## config.mk

```make
export PLATFORM = sky130hd
export DESIGN_NAME = mc_datapath_gen_flat
export DESIGN_NICKNAME = d
export VERILOG_FILES = /design/src/rtl/mc_datapath_gen_if.sv /design/src/rtl/mc_datapath_gen.sv /design/src/flat_wrapper.sv
export SDC_FILE = /design/constraint.sdc
export NUM_CORES = 2
export LEC_CHECK = 0
export ABC_AREA = 0
export CAP_MARGIN = 20
export CORE_AREA = 3 3 344 346
export DETAILED_ROUTE_END_ITERATION = 8
export DIE_AREA = 0 0 347 349
export PLACE_DENSITY_LB_ADDON = 0.1
export SYNTH_ARGS = -nofsm -noshare
export SYNTH_HDL_FRONTEND = slang
export SYNTH_SLANG_ARGS = --single-unit
```

## constraint.sdc

```tcl
create_clock -name clk -period 4.45 [get_ports clk]
set_input_delay 0.445 -clock clk [delete_from_list [all_inputs] [get_ports clk]]
set_output_delay 0.445 -clock clk [all_outputs]
set_load 0.005 [all_outputs]
```

## src/rtl/mc_datapath_gen_if.sv

```systemverilog
// Memory bus between the multicycle datapath (master) and unified memory (slave):
// request held stable until a single-cycle acknowledge.
interface mc_datapath_gen_if #(
    parameter int ADDR_W = 16
) ();
    logic              mem_req;
    logic              mem_we;
    logic [ADDR_W-1:0] mem_addr;
    logic [31:0]       mem_wdata;
    logic [31:0]       mem_rdata;
    logic              mem_ack;

    modport master (
        output mem_req, mem_we, mem_addr, mem_wdata,
        input  mem_rdata, mem_ack
    );

    modport slave (
        input  mem_req, mem_we, mem_addr, mem_wdata,
        output mem_rdata, mem_ack
    );
endinterface

```

## src/rtl/mc_datapath_gen.sv

```systemverilog
// Multicycle MIPS datapath: PC/IR/MDR/A/B/ALUOut, 32x32 register file and a
// stalling memory handshake. Define DP_EPC_EN to add exception PC capture.
module mc_datapath_gen #(
    parameter int              ADDR_W   = 16,
    parameter logic [ADDR_W-1:0] RESET_PC = '0,
    parameter logic [ADDR_W-1:0] EXC_VEC  = 'h80
) (
    input  logic              clk,
    input  logic              reset,
    input  logic              PCWrite,
    input  logic              PCWriteCond,
    input  logic              BranchNe,
    input  logic [1:0]        PCSource,
    input  logic              IorD,
    input  logic              MemRead,
    input  logic              MemWrite,
    input  logic              IRWrite,
    input  logic              RegWrite,
    input  logic [1:0]        RegDst,
    input  logic [1:0]        MemToReg,
    input  logic [1:0]        ALUSrcA,
    input  logic [1:0]        ALUSrcB,
    input  logic              zero,
    input  logic [31:0]       aluResult,
`ifdef DP_EPC_EN
    input  logic              ExcTake,
    output logic [ADDR_W-1:0] epc,
`endif
    output logic [5:0]        op,
    output logic [5:0]        funct,
    output logic [31:0]       aluParamData1,
    output logic [31:0]       aluParamData2,
    output logic              stall,
    mc_datapath_gen_if.master mem
);

    typedef enum logic {IDLE, BUSY} mstate_t;

    typedef struct packed {
        logic              we;
        logic              ir_wr;
        logic [ADDR_W-1:0] addr;
        logic [31:0]       wdata;
    } req_t;

    mstate_t           state, state_nxt;
    req_t              req;
    logic [ADDR_W-1:0] pc, pc_src, pc_nxt;
    logic [31:0]       ir, mdr, a_q, b_q, alu_out;
    logic [31:0]       rf [32];
    logic [31:0]       pc_ext, imm_sx, wr_data;
    logic [4:0]        wr_addr;
    logic              start, ack, pc_we, exc_take;

    assign start  = MemRead | MemWrite;
    assign ack    = (state == BUSY) & mem.mem_ack;
    assign pc_ext = 32'(pc);
    assign imm_sx = {{16{ir[15]}}, ir[15:0]};
    assign op     = ir[31:26];
    assign funct  = ir[5:0];

    assign mem.mem_req   = (state == BUSY);
    assign mem.mem_we    = req.we;
    assign mem.mem_addr  = req.addr;
    assign mem.mem_wdata = req.wdata;

    // Memory FSM; an ack seen while idle falls through untouched.
    always_comb begin
        state_nxt = state;
        stall     = 1'b0;
        unique case (state)
            IDLE: if (start) begin
                state_nxt = BUSY;
                stall     = 1'b1;
            end
            BUSY: if (mem.mem_ack) state_nxt = IDLE;
                  else             stall     = 1'b1;
        endcase
    end

    always_ff @(posedge clk) begin
        if (!reset) state <= IDLE;
        else        state <= state_nxt;
    end

    always_ff @(posedge clk) begin
        if (!reset) begin
            req <= '0;
        end else if (state == IDLE && start) begin
            req.we    <= MemWrite;
            req.ir_wr <= IRWrite;
            req.addr  <= IorD ? alu_out[ADDR_W-1:0] : pc;
            req.wdata <= b_q;
        end
    end

    always_ff @(posedge clk) begin
        if (!reset) begin
            ir  <= '0;
            mdr <= '0;
        end else if (ack && !req.we) begin
            mdr <= mem.mem_rdata;
            if (req.ir_wr) ir <= mem.mem_rdata;
        end
    end

    // Register file reads are sampled into A/B with the old contents when a
    // write to the same register lands on the same edge.
    always_ff @(posedge clk) begin
        if (!reset) begin
            a_q     <= '0;
            b_q     <= '0;
            alu_out <= '0;
        end else if (!stall) begin
            a_q     <= rf[ir[25:21]];
            b_q     <= rf[ir[20:16]];
            alu_out <= aluResult;
        end
    end

    always_comb begin
        unique case (RegDst)
            2'b01:   wr_addr = ir[15:11];
            2'b10:   wr_addr = 5'd31;
            default: wr_addr = ir[20:16];
        endcase
        unique case (MemToReg)
            2'b01:   wr_data = mdr;
            2'b10:   wr_data = pc_ext;
            default: wr_data = alu_out;
        endcase
    end

    // r0 is never written, so it reads back as its reset value of zero.
    always_ff @(posedge clk) begin
        if (!reset) begin
            for (int i = 0; i < 32; i++) rf[i] <= '0;
        end else if (RegWrite && !stall && wr_addr != 5'd0) begin
            rf[wr_addr] <= wr_data;
        end
    end

    always_comb begin
        unique case (PCSource)
            2'b00:   pc_src = aluResult[ADDR_W-1:0];
            2'b01:   pc_src = alu_out[ADDR_W-1:0];
            2'b10:   pc_src = ADDR_W'({pc_ext[31:28], ir[25:0], 2'b00});
`ifdef DP_EPC_EN
            default: pc_src = EXC_VEC;
`else
            default: pc_src = '0;
`endif
        endcase
    end

`ifdef DP_EPC_EN
    assign exc_take = ExcTake & ~stall;
`else
    assign exc_take = 1'b0;
`endif

    assign pc_we  = ~stall & (PCWrite | (PCWriteCond & (zero ^ BranchNe)));
    assign pc_nxt = exc_take ? EXC_VEC : pc_src;

    always_ff @(posedge clk) begin
        if (!reset)                  pc <= RESET_PC;
        else if (exc_take || pc_we)  pc <= pc_nxt;
    end

`ifdef DP_EPC_EN
    always_ff @(posedge clk) begin
        if (!reset)        epc <= '0;
        else if (exc_take) epc <= pc - ADDR_W'(4);
    end
`endif

    always_comb begin
        unique case (ALUSrcA)
            2'b00:   aluParamData1 = pc_ext;
            2'b01:   aluParamData1 = a_q;
            2'b10:   aluParamData1 = ir;
            default: aluParamData1 = 32'd1;
        endcase
        unique case (ALUSrcB)
            2'b00:   aluParamData2 = b_q;
            2'b01:   aluParamData2 = 32'd4;
            2'b10:   aluParamData2 = imm_sx;
            default: aluParamData2 = {imm_sx[29:0], 2'b00};
        endcase
    end

endmodule
```

## src/flat_wrapper.sv

```systemverilog
// flat-port wrapper written by rule: the top's interface ports become plain ports
module mc_datapath_gen_flat 
#(
    parameter int              ADDR_W   = 16,
    parameter logic [ADDR_W-1:0] RESET_PC = '0,
    parameter logic [ADDR_W-1:0] EXC_VEC  = 'h80
)
  (clk, reset, PCWrite, PCWriteCond, BranchNe, PCSource, IorD, MemRead, MemWrite, IRWrite, RegWrite, RegDst, MemToReg, ALUSrcA, ALUSrcB, zero, aluResult, op, funct, aluParamData1, aluParamData2, stall, mem_mem_req, mem_mem_we, mem_mem_addr, mem_mem_wdata, mem_mem_rdata, mem_mem_ack);
  mc_datapath_gen_if #(.ADDR_W(ADDR_W)) mem_i ();
  input  logic clk;
  input  logic reset;
  input  logic PCWrite;
  input  logic PCWriteCond;
  input  logic BranchNe;
  input  logic [1:0] PCSource;
  input  logic IorD;
  input  logic MemRead;
  input  logic MemWrite;
  input  logic IRWrite;
  input  logic RegWrite;
  input  logic [1:0] RegDst;
  input  logic [1:0] MemToReg;
  input  logic [1:0] ALUSrcA;
  input  logic [1:0] ALUSrcB;
  input  logic zero;
  input  logic [31:0] aluResult;
  output logic [5:0] op;
  output logic [5:0] funct;
  output logic [31:0] aluParamData1;
  output logic [31:0] aluParamData2;
  output logic stall;
  output wire logic [$bits(mem_i.mem_req)-1:0] mem_mem_req;
  output wire logic [$bits(mem_i.mem_we)-1:0] mem_mem_we;
  output wire logic [$bits(mem_i.mem_addr)-1:0] mem_mem_addr;
  output wire logic [$bits(mem_i.mem_wdata)-1:0] mem_mem_wdata;
  input wire logic [$bits(mem_i.mem_rdata)-1:0] mem_mem_rdata;
  input wire logic [$bits(mem_i.mem_ack)-1:0] mem_mem_ack;
  assign mem_mem_req = mem_i.mem_req;
  assign mem_mem_we = mem_i.mem_we;
  assign mem_mem_addr = mem_i.mem_addr;
  assign mem_mem_wdata = mem_i.mem_wdata;
  assign mem_i.mem_rdata = mem_mem_rdata;
  assign mem_i.mem_ack = mem_mem_ack;
  mc_datapath_gen #(.ADDR_W(ADDR_W), .RESET_PC(RESET_PC), .EXC_VEC(EXC_VEC)) u_core (.clk(clk), .reset(reset), .PCWrite(PCWrite), .PCWriteCond(PCWriteCond), .BranchNe(BranchNe), .PCSource(PCSource), .IorD(IorD), .MemRead(MemRead), .MemWrite(MemWrite), .IRWrite(IRWrite), .RegWrite(RegWrite), .RegDst(RegDst), .MemToReg(MemToReg), .ALUSrcA(ALUSrcA), .ALUSrcB(ALUSrcB), .zero(zero), .aluResult(aluResult), .op(op), .funct(funct), .aluParamData1(aluParamData1), .aluParamData2(aluParamData2), .stall(stall), .mem(mem_i));
endmodule
```

* After elaboration in Yosys (flattened, before gate mapping) *
Memories as Yosys holds them, arrays and structs flattened. A register that Yosys moved wholly into a read port is not among the register bits.
Index checks and enable logic that the tools add are counted.

word-level totals
  bits in registers = 163
  bits in latches = 0
  memory bits (writable) = 1024
  bits in read-only memories = 0
  input port bits = 86
  output and inout port bits = 127
  word-level logic and storage cells = 60
  memories kept = 1

operators by class
  $add $sub $neg = 0
  multiply operators = 0
  div/mod/pow operators = 0
  $lt $le $gt $ge = 0
  eq/ne operators = 10
  shifts and indexed selects = 0
  multiplexer cells = 16
  bitwise gates (word level) = 8
  reductions and logical operators = 16

memories
  name       words  width  read ports  clocked after Yosys merged registers in  write ports  line                   source
  u_core.rf  32     32     2           2                                        32           mc_datapath_gen.sv:50  logic [31:0] rf [32];

operators by type and width
  kind                number
  $pmux 32 s3         2
  $pmux 32 s2         1
  $pmux 16 s3         1
  $mux 32             1
  $reduce_or 32->1    1
  $mux 16             1
  $eq 2x1->1 const B  5
  $eq 2x2->1 const B  5
  $pmux 5 s2          1
  $mux 1              7
  $logic_not 1->1     6
  $logic_not 2->1     3
  $mux 5              1
  $reduce_bool 5->1   1
  $logic_and 1x1->1   4
  $and 1x1->1         3
  $not 1->1           2
  $or 1x1->1          2
  $pmux 1 s2          1
  $reduce_and 2->1    1
  $xor 1x1->1         1

* Depth between registers and ports, before layout *
  depth after elaboration = 11
  depth in mapped cells = 9
  depth with buffers taken out = 7

* Worst setup path after synthesis *
OpenSTA, ideal clock, no wires.

  path type = input to register
  start = input RegDst[0]
  end = memory u_core.rf[18][0] (enable)
  setup time = 0.389 ns
  arrival time = 2.852 ns
  required time = 4.061 ns
  setup slack = 1.209 ns
  stages = 9
  buffers on the path = 2
  cells stage by stage = inv_1 -> ha_1 -> buf_6 -> a211o_1 -> a211o_1 -> nor3_2 -> nand2_2 -> buf_6 -> nand2_1

RTL lines
  what                line                   source
  start: declaration  flat_wrapper.sv:21     input logic [1:0] RegDst;
  end: declaration    mc_datapath_gen.sv:50

* Final worst setup path *
  start = register u_core.ir[16]
  end = output aluParamData1[16]

on the way
  cells in the longest elaborated chain, start to end = 1

ends and longest elaborated chain
  what                      line                    source
  start: declaration        mc_datapath_gen.sv:49   logic [31:0] ir, mdr, a_q, b_q, alu_out;
  start signal: assignment  mc_datapath_gen.sv:103  if (req.ir_wr) ir <= mem.mem_rdata;
  $pmux 32 s3               mc_datapath_gen.sv:178  unique case (ALUSrcA)
  end: declaration          flat_wrapper.sv:29      output logic [31:0] aluParamData1;

Every way passes these cells.

==> impl_metrics.tcl <==
set metrics [dict create \
    r2r_cells 5 \
    clkTransAtPathRegs_ns 0.06 \
    cts_buffers 140 \
    grt_pass1_wl_um 299400 \
    power_frac_comb_pct 8.3 \
    dr.first_iter.drc_count 6029 \
    synth-main-ff-cell "edfxtp_1" \
    crit_required_ns 4.01 \
    yosys.area.top_type "edfxtp_1" \
    period_share_pct 80.76 \
    worstPathMaxFanout 43 \
    port-buffer-count 212 \
    initial_core_util_pct 54.68 \
    layout_setup_ws_ns 0.8560 \
    leakagePower_nw 23.00 \
    grt_max_degree 116 \
    synth_edf_count 1024 \
    cts_tree "yes" \
    die_x_um 347 \
    placementRows 125 \
    fin_area_um2 71310 \
    drc 0 \
    fp.dieH_um 349 \
    ir_worst_vdd_v 0.0003168 \
    switching_share_pct 24.21 \
    setup_tns_ns 0 \
    grt_overflow 0 \
    final_max_slew_viol_count 0 \
    r2r_slack_ns 1.05 \
    hold_path.class "in2reg" \
    root_buffer "clkbuf_16" \
    clk_path_buf_depth 3 \
    r2r_start "u_core.ir[21]$_SDFFE_PN0P_" \
    layout-drive-gt1-share_pct 18.58 \
    ys_ff_latch 1251 \
    setup.worst_path.class "reg2out" \
    grt_pass1_vias 43370 \
    ys_warn_count 0 \
    max_freq_ghz 0.2782 \
    die_area_um2 121100 \
    ant_nets 0 \
    antenna_found_initial 7 \
    syn_area_per_cell_um2 12.08 \
    ys_top_cells_by_count "nor2_1, edfxtp_1, mux2i_1, nand2_1, a21oi_1" \
    setup-violations-final 0 \
    hold_viol 0 \
    cts_hold_buf 0 \
    hold-path-cell-count 3 \
    holdWs_ns 0.2370 \
    maxSlewHeadroom_pct 19.44 \
    tightest_slew_ns 1.208 \
    yosysMostFrequentCell "nor2_1" \
    worstSetupEndpointType "primary output" \
    r2r-end "u_core.a_q[27]$_SDFFE_PN0N_" \
    power_frac_clock_pct 42.9 \
    coreArea_um2 115700 \
    outcome "finished clean" \
    synth_area_leaders "edfxtp_1, mux4_2, dfxtp_1" \
    finalNetCount 5349 \
    dr.pass1.iters 6 \
    synth_top_cell_area_share_pct 48.59 \
    dp_hpwl_um 134600 \
    place.gp.congestion 0.9230 \
    worstHoldEndpoint "u_core.alu_out[16]$_SDFFE_PN0N_" \
    yosysUniqueCellTypes 44 \
    syn_area_um2 63280 \
    fin_worst_skew_ns 0.02583 \
    cp-start-kind "register" \
    syn_inst 5237 \
    wirelength_um 208400 \
    power_density_nw_per_um2 385.1 \
    arrival_ns 3.15 \
    via_count 45270 \
    place_area_um2 66600 \
    seq_area_frac_synth_pct 55.77 \
    max_cap_viol_count 0 \
    p_sw_mw 6.649 \
    p_total_mw 27.46 \
    postSynth.asyncResetShare_pct 0 \
    rsz0062_at_grt "no" \
    seq_power_share_pct 48.8 \
    clk_latency_ns 0.77 \
    grt_usage_pct 33.89 \
    post_cts_buffers 0 \
    cts_max_level 4 \
    place_worst_setup_slack_ns 0.6073 \
    area_growth_syn_to_layout_pct 12.70 \
    min-delay-start "aluResult[16]" \
    num_io_pins 213 \
    ctsResizeCount 0 \
    wl_per_cell_um 30.20 \
    viasPerCell 6.562 \
    timing.final.crit_period_ns 3.594 \
    cts.sinks 1251 \
    internal_power_mw 20.82 \
]
==> state kept, by name, indices dropped and copies added, names as in the netlist <==
signal / cells
u_core.mem.mem_addr: 16
u_core.ir: 32
u_core.mem.mem_wdata: 32
u_core.alu_out: 32
u_core.mdr: 32
u_core.req: 1
u_core.rf: 1024
u_core.mem.mem_req: 1
u_core.b_q: 32
u_core.pc: 16
u_core.mem.mem_we: 1
u_core.a_q: 32
==> routing by layer <==
metal | part of all wire, % | GRT usage (%) | vias up
li1 | - | - | 19310
met1 | 40 | 47.60 | 22990
met2 | 46 | 51.78 | 2618
met3 | 12 | 9.351 | 344
met4 | 2.9 | 10.21 | 8
met5 | 0.027 | 0 | -
==> kinds of logic (layout without fill, tap and decap cells) <==
group / Yosys count / after routing / share of synthesized area [%]
and+or+nand+nor: 1614 / 1614 / 10.17
DFF: 1251 / 1251 / 55.77
muxes: 897 / 897 / 19.65
AOI/OAI and AO/OA: 877 / 877 / 9.054
buffers and inverters: 592 / 696 / 5.244
adders and majority gates: 4 / 4 / 0.07909
other: 1 / 35 / 0.005926
xor gates and xnor gates: 1 / 1 / 0.01384
==> power by group through the flow <==
stage                     Sequential [mW]  Clock (mW)  Combinational [mW]
after CTS                            13.4        11.9                2.22
after detailed placement             13.6           0                2.21
after global routing                 13.4        12.4                2.37
final                                13.4        11.8                2.27
after global placement               13.6           0                2.19
after floorplan                      13.5           0                1.26
==> worst max path at each step <==
stage	from	to	slack, ns	depth (start not counted)
2_1_floorplan	RegDst[0]	u_core.rf[18][0]$_SDFFCE_PN0P_	1.21	9
3_3_place_gp	RegDst[0]	u_core.rf[11][0]$_SDFFCE_PN0P_	0.66	9
3_5_place_dp	RegDst[0]	u_core.rf[11][8]$_SDFFCE_PN0P_	0.61	9
4_1_cts	u_core.ir[16]$_SDFFE_PN0P_	aluParamData1[16]	0.83	4
5_1_grt	u_core.ir[16]$_SDFFE_PN0P_	aluParamData1[16]	0.74	4
6_report	u_core.ir[16]$_SDFFE_PN0P_	aluParamData1[16]	0.86	4
==> worst max-delay path: stages (launching register included) <==
cell and delay (ns):
dfxtp_4 0.72, buf_12 0.40, buf_4 0.38, a22o_1 0.31, clkdlybuf4s50_1 0.56
==> area by class of cell <==
cell class	instances	area (um2)
fill	9105	44420
inverter	7	33.78
timing repair buffer	434	4342
multi-input combinational	3425	25050
sequential	1251	35320
clock inverter	69	763.2
clock buffer	186	3892
antenna	3	7.507
tap	1524	1907
==> metrics by stage <==
step | utilization (%) | std cells
floorplan | - | 5268
global placement | 57.55 | 6639
detailed placement | 57.55 | 6639
CTS | 61.57 | 6894
global route | 61.61 | 6896
finish | 61.62 | 6899
==> cells in the final DEF, fill, tap and decap left out, drive strengths merged, types with 42 or more instances in the layout <==
cell	netlist	layout
clkbuf	324	186
buf	261	223
nor2	1086	1086
o22ai	65	65
mux2i	437	437
a211oi	97	97
mux2	204	204
a221oi	64	64
nand2	428	428
dfxtp	227	227
edfxtp	1024	1024
o41ai	64	64
nor2b	75	75
mux4	256	256
a22oi	144	144
a21oi	373	373
clkdlybuf4s50	0	211
clkinv	0	42
Note: power is estimated with default switching activity, not from simulation.
